### config.mk
export PLATFORM = sky130hd
export DESIGN_NAME = img_bbox_detect
export DESIGN_NICKNAME = d
export VERILOG_FILES = /design/src/rtl/img_bbox_detect.sv
export SDC_FILE = /design/constraint.sdc
export NUM_CORES = 1
export LEC_CHECK = 0
export ABC_AREA = 1
export CAP_MARGIN = 20
export CORE_MARGIN = 5
export CORE_UTILIZATION = 40
export CTS_BUF_LIST = sky130_fd_sc_hd__clkbuf_16
export DETAILED_ROUTE_END_ITERATION = 7
export PLACE_DENSITY = 0.71
export SYNTH_ARGS = -nofsm -noshare
export SYNTH_HDL_FRONTEND = slang
export SYNTH_SLANG_ARGS = --single-unit
### constraint.sdc
create_clock -name clk -period 2.5 [get_ports clk]
set_input_delay 0.5 -clock clk [delete_from_list [all_inputs] [get_ports clk]]
set_output_delay 0.5 -clock clk [all_outputs]
set_load 0.01 [all_outputs]
### src/rtl/img_bbox_detect.sv
// Colour-threshold bounding-box detector. Passes the video stream through
// with one register stage. Active pixels whose R, G and B channels all fall
// inside their windows are recorded, and the min/max column and row of the
// matching pixels are tracked across the frame. At each vsync rising edge
// the box of the frame just finished is published, and it holds for the
// whole following frame.
module img_bbox_detect #(
    parameter logic [7:0]  R_MIN    = 8'd200,
    parameter logic [7:0]  R_MAX    = 8'd255,
    parameter logic [7:0]  G_MIN    = 8'd0,
    parameter logic [7:0]  G_MAX    = 8'd60,
    parameter logic [7:0]  B_MIN    = 8'd200,
    parameter logic [7:0]  B_MAX    = 8'd255,
    parameter logic [19:0] MIN_HITS = 20'd16
) (
    input  logic        clk,
    input  logic        rst_n,
    input  logic        vs_i,
    input  logic        hs_i,
    input  logic        de_i,
    input  logic [23:0] data_i,
    output logic        vs_o,
    output logic        hs_o,
    output logic        de_o,
    output logic [23:0] data_o,
    output logic [10:0] rect_x1,
    output logic [10:0] rect_y1,
    output logic [10:0] rect_x2,
    output logic [10:0] rect_y2,
    output logic        rect_valid,
    output logic        frame_done
);

    // IDLE: no complete frame has been seen since reset. RUN: armed to publish.
    typedef enum logic {ST_IDLE, ST_RUN} state_t;

    localparam logic [10:0] COORD_MAX = 11'h7FF;
    localparam logic [19:0] HITS_MAX  = 20'hFFFFF;

    state_t      state_q, state_d;
    logic        vs_q, hs_q, de_q;
    logic [23:0] data_q;
    logic [10:0] x_cnt_q, x_cnt_d, y_cnt_q, y_cnt_d;
    logic [10:0] min_x_q, min_x_d, max_x_q, max_x_d;
    logic [10:0] min_y_q, min_y_d, max_y_q, max_y_d;
    logic [19:0] hit_cnt_q, hit_cnt_d;
    logic        found_q, found_d;
    logic [10:0] rect_x1_q, rect_x1_d, rect_y1_q, rect_y1_d;
    logic [10:0] rect_x2_q, rect_x2_d, rect_y2_q, rect_y2_d;
    logic        rect_valid_q, rect_valid_d;
    logic        frame_done_q, frame_done_d;
    logic        vs_rise, de_fall, pix_hit;

    // Inclusive window test done with a borrow bit, so a window edge at 0 or
    // 255 does not turn into a constant comparison.
    function automatic logic in_range(input logic [7:0] ch, input logic [7:0] lo,
                                      input logic [7:0] hi);
        logic [8:0] d_lo;
        logic [8:0] d_hi;
        d_lo = {1'b0, ch} - {1'b0, lo};
        d_hi = {1'b0, hi} - {1'b0, ch};
        return ~d_lo[8] & ~d_hi[8];
    endfunction

    // Edge detection, pixel classification and next-state of all counters.
    always_comb begin
        vs_rise = vs_i & ~vs_q;
        de_fall = ~de_i & de_q;
        // A pixel arriving on the vsync edge belongs to neither frame.
        pix_hit = de_i & ~vs_rise
                & in_range(data_i[23:16], R_MIN, R_MAX)
                & in_range(data_i[15:8],  G_MIN, G_MAX)
                & in_range(data_i[7:0],   B_MIN, B_MAX);

        state_d      = state_q;
        x_cnt_d      = x_cnt_q;
        y_cnt_d      = y_cnt_q;
        min_x_d      = min_x_q;
        max_x_d      = max_x_q;
        min_y_d      = min_y_q;
        max_y_d      = max_y_q;
        hit_cnt_d    = hit_cnt_q;
        found_d      = found_q;
        rect_x1_d    = rect_x1_q;
        rect_y1_d    = rect_y1_q;
        rect_x2_d    = rect_x2_q;
        rect_y2_d    = rect_y2_q;
        rect_valid_d = rect_valid_q;
        frame_done_d = 1'b0;

        // Column counter: position of the current pixel, saturating at 2047.
        if (vs_rise || de_fall)
            x_cnt_d = '0;
        else if (de_i && x_cnt_q != COORD_MAX)
            x_cnt_d = x_cnt_q + 11'd1;

        // Row counter advances at the end of each active line.
        if (vs_rise)
            y_cnt_d = '0;
        else if (de_fall && y_cnt_q != COORD_MAX)
            y_cnt_d = y_cnt_q + 11'd1;

        if (pix_hit) begin
            if (x_cnt_q < min_x_q) min_x_d = x_cnt_q;
            if (x_cnt_q > max_x_q) max_x_d = x_cnt_q;
            if (y_cnt_q < min_y_q) min_y_d = y_cnt_q;
            if (y_cnt_q > max_y_q) max_y_d = y_cnt_q;
            if (hit_cnt_q != HITS_MAX) hit_cnt_d = hit_cnt_q + 20'd1;
            found_d = 1'b1;
        end

        if (vs_rise) begin
            // The first frame after reset may be partial, so it is only used
            // to arm the publisher.
            if (state_q == ST_RUN) begin
                frame_done_d = 1'b1;
                if (found_q && hit_cnt_q >= MIN_HITS) begin
                    rect_x1_d    = min_x_q;
                    rect_y1_d    = min_y_q;
                    rect_x2_d    = max_x_q;
                    rect_y2_d    = max_y_q;
                    rect_valid_d = 1'b1;
                end else begin
                    rect_x1_d    = '0;
                    rect_y1_d    = '0;
                    rect_x2_d    = '0;
                    rect_y2_d    = '0;
                    rect_valid_d = 1'b0;
                end
            end
            state_d   = ST_RUN;
            min_x_d   = COORD_MAX;
            max_x_d   = '0;
            min_y_d   = COORD_MAX;
            max_y_d   = '0;
            hit_cnt_d = '0;
            found_d   = 1'b0;
        end
    end

    // State, pass-through and accumulator registers with asynchronous reset.
    always_ff @(posedge clk or negedge rst_n) begin
        if (!rst_n) begin
            state_q      <= ST_IDLE;
            vs_q         <= 1'b0;
            hs_q         <= 1'b0;
            de_q         <= 1'b0;
            data_q       <= '0;
            x_cnt_q      <= '0;
            y_cnt_q      <= '0;
            min_x_q      <= COORD_MAX;
            max_x_q      <= '0;
            min_y_q      <= COORD_MAX;
            max_y_q      <= '0;
            hit_cnt_q    <= '0;
            found_q      <= 1'b0;
            rect_x1_q    <= '0;
            rect_y1_q    <= '0;
            rect_x2_q    <= '0;
            rect_y2_q    <= '0;
            rect_valid_q <= 1'b0;
            frame_done_q <= 1'b0;
        end else begin
            state_q      <= state_d;
            vs_q         <= vs_i;
            hs_q         <= hs_i;
            de_q         <= de_i;
            data_q       <= data_i;
            x_cnt_q      <= x_cnt_d;
            y_cnt_q      <= y_cnt_d;
            min_x_q      <= min_x_d;
            max_x_q      <= max_x_d;
            min_y_q      <= min_y_d;
            max_y_q      <= max_y_d;
            hit_cnt_q    <= hit_cnt_d;
            found_q      <= found_d;
            rect_x1_q    <= rect_x1_d;
            rect_y1_q    <= rect_y1_d;
            rect_x2_q    <= rect_x2_d;
            rect_y2_q    <= rect_y2_d;
            rect_valid_q <= rect_valid_d;
            frame_done_q <= frame_done_d;
        end
    end

    assign vs_o       = vs_q;
    assign hs_o       = hs_q;
    assign de_o       = de_q;
    assign data_o     = data_q;
    assign rect_x1    = rect_x1_q;
    assign rect_y1    = rect_y1_q;
    assign rect_x2    = rect_x2_q;
    assign rect_y2    = rect_y2_q;
    assign rect_valid = rect_valid_q;
    assign frame_done = frame_done_q;

endmodule

==> results.sh <==
export IMPL_drtPass1Iterations=5
export IMPL_path_clk_slew_ps=60
export IMPL_cp_end_kind="flip-flop"
export IMPL_ir_drop_mv=0.541
export IMPL_critPathMaxStageDelay_ps=530
export IMPL_regArea_um2=4060
export IMPL_antennaDiodeCount=0
export IMPL_viasPerCell=4.98
export IMPL_setup_tns_ps=0
export IMPL_syn_to_final_growth_pct=23.9
export IMPL_worstPathRequired_ps=2870
export IMPL_synth_seq_area_share_pct=48.9
export IMPL_ys_warn_count=0
export IMPL_cp_arrival_ps=2430
export IMPL_path_buf_inv=1
export IMPL_crit_fanout=11
export IMPL_fin_crit_sh_pct=82.5
export IMPL_grt_pass1_wl_um=35000
export IMPL_crit_path_top_delay_cell="dfstp_2"
export IMPL_hold_viol_final=0
export IMPL_core_area_um2=20300
export IMPL_clock_sinks=161
export IMPL_synthDistinctLibCells=34
export IMPL_place_area_um2=9740
export IMPL_skew_ps=13.3
export IMPL_synthFlopType="dfrtp_1"
export IMPL_syn_num_nets=1099
export IMPL_crit_top_cell="nand2_1"
export IMPL_cts_resized=0
export IMPL_drc=0
export IMPL_maxCapViolCount=0
export IMPL_initial_core_util_pct=40.9
export IMPL_yosys_area_top_type="dfrtp_1"
export IMPL_worstPathCellList="inv_1, ha_1, nand2_1, nor2_1, and2_1, nand2_1, nand3_1, nand2_1, nand2_1, nand2_1, nand2_1"
export IMPL_synth_area_per_cell_um2=8.10
export IMPL_power_density_nw_per_um2=627
export IMPL_ys_ff_latch=161
export IMPL_grt_use_total_pct=17.9
export IMPL_finalSetupViolCount=0
export IMPL_synthTopCellsByCount="nand2_1 (311), dfrtp_1 (139), nand3_1 (122)"
export IMPL_grt_pass1_vias=6942
export IMPL_worst_pin_slew_ps=575
export IMPL_p_leak_uw=0.00494
export IMPL_routed_wl_um=20400
export IMPL_design_area_um2=10300
export IMPL_synth_edf_count=0
export IMPL_cts_path_max_buffers=2
export IMPL_synth_area_top_cells="dfrtp_1 (42%), nand2_1 (14%), nand3_1 (7.4%), dfstp_2 (7.0%), ha_1 (6.9%)"
export IMPL_netlist_instances=1024
export IMPL_final_nets=1211
export IMPL_die_area_um2=23700
export IMPL_fmax_mhz=485
export IMPL_fillers=1923
export IMPL_antenna_found_initial=0
export IMPL_cts_tree="done"
export IMPL_status="completed"
export IMPL_cts_hold_buf=0
export IMPL_fp_dieH_um=154
export IMPL_numCtsBuffers=17
export IMPL_slew_headroom_pct=61.6
export IMPL_crit_family="simple AND/OR/NAND/NOR gates"
export IMPL_wl_per_cell_um=14.4
export IMPL_synth_area_um2=8290
export IMPL_rsz0062_at_grt="false"
export IMPL_root_buffer="clkbuf_16"
export IMPL_period_minus_slack_ps=2060
export IMPL_design_portCount=102
export IMPL_first_iter_violations=469
export IMPL_row_count=52
export IMPL_synth_top_area_share_pct=41.9
export IMPL_numPortBuffers=101
export IMPL_min_path_type="primary input to async pin"
export IMPL_grt_ovfl_total=0
export IMPL_async_reset_ff_share_pct=100
export IMPL_htreeDepth=4
export IMPL_layout_drive_gt1_share_pct=10.1
export IMPL_path_class="flip-flop to flip-flop"
export IMPL_cts_setup_buffers=0
export IMPL_startpoint_type="flip-flop"
export IMPL_detail_route_antenna_nets=0
export IMPL_drv_slew=0
export IMPL_synth_most_common_cell="nand2_1"
export IMPL_die_x_um=154
export IMPL_place_hpwl_um=15000
export IMPL_grt_max_degree=74
export IMPL_multi_input_area_um2=3650
export IMPL_routed_via_count=7063
export IMPL_clock_latency_ps=430
export IMPL_gp_congestion=0.911
[power by group]
group / switching (µW) / internal [µW] / total, µW / leakage, µW
Clock: 1110 / 1280 / 2390 / 0.000260
Combinational: 655 / 408 / 1060 / 0.00259
Sequential: 159 / 2830 / 2990 / 0.00209
Total: 1930 / 4510 / 6440 / 0.00494
[state kept, by name, summed over array words and instances, names as in the netlist, 11 cells and up]
register / cells
max_x_q: 11
rect_x2: 11
hit_cnt_q: 20
rect_y2: 11
rect_y1: 11
min_y_q: 11
max_y_q: 11
data_o: 24
y_cnt_q: 11
x_cnt_q: 11
rect_x1: 11
min_x_q: 11
[worst register-to-register path, cell delays in order, from the launching register on]
cell	delay [ps]
dfstp_2	530
inv_1	100
ha_1	310
nand2_1	70
nor2_1	130
and2_1	130
nand2_1	40
nand3_1	80
nand2_1	80
nand2_1	350
nand2_1	110
nand2_1	80
[stage by stage]
stage | setup slack [ps] | hold slack (ps) | std cells | total power [µW] | util [%]
2_1_floorplan | 756 | 204 | 1024 | 3670 | -
3_3_place_gp | 209 | 435 | 1387 | 4070 | 48.0
3_5_place_dp | 123 | 443 | 1387 | 4100 | 48.0
4_1_cts | 419 | 65.4 | 1419 | 6500 | 50.6
5_1_grt | 298 | 93.3 | 1419 | 6780 | 50.6
6_report | 437 | 49.3 | 1419 | 6440 | 50.6
[final cells by class]
| class | instances | share of cell area, % |
|---|---|---|
| Tap cell | 270 | 3.29 |
| Timing Repair Buffer | 128 | 12.6 |
| Clock buffer | 17 | 4.14 |
| Sequential cell | 161 | 39.5 |
| Multi-Input combinational cell | 718 | 35.5 |
| Clock inverter | 15 | 1.07 |
| Inverter | 110 | 4.02 |
[logic make-up (layout without fill, tap and decap cells)]
logic type | after synthesis | after routing | share of synthesized area [%]
AND/OR/NAND/NOR | 560 | 560 | 28.9
flip-flops | 161 | 161 | 48.9
adder cells (fa/ha/maj) | 46 | 46 | 6.94
AO/OA/AOI/OAI | 102 | 102 | 7.06
XOR/XNOR | 10 | 10 | 1.06
buffers and inverters | 145 | 270 | 7.17
[per-layer routing]
layer / vias up / global-route usage [%] / part of all wire, %
li1: 3521 / - / -
met1: 3297 / 24.8 / 47
met2: 217 / 28.4 / 45
met3: 28 / 3.60 / 6.4
met4: 0 / 5.76 / 1.6
met5: - / 0 / 0
[worst paths after layout]
path	from	end	slack [ps]	cells after the start
worst min-delay path	rst_n	data_o[18]	50	1
worst min register to register	state_q	state_q	460	2
max in group asynchronous	rst_n	rect_y1[2]	1690	2
worst max register to register	min_x_q[10]	min_x_q[7]	440	11
min in group clk	state_q	state_q	460	2
worst max-delay path	min_x_q[10]	min_x_q[7]	440	11
[layout by cell type, fill, tap and decap left out, drive strengths merged, types with 15 or more instances in the layout]
cell / n
nand2: 321
dfrtp: 139
nand3: 123
inv: 116
clkdlybuf4s50: 100
o21ai: 79
nor2: 76
ha: 46
buf: 28
dfstp: 22
a21oi: 17
clkbuf: 17
nand4: 15
nor3: 15
(Power assumes the default switching activity.)
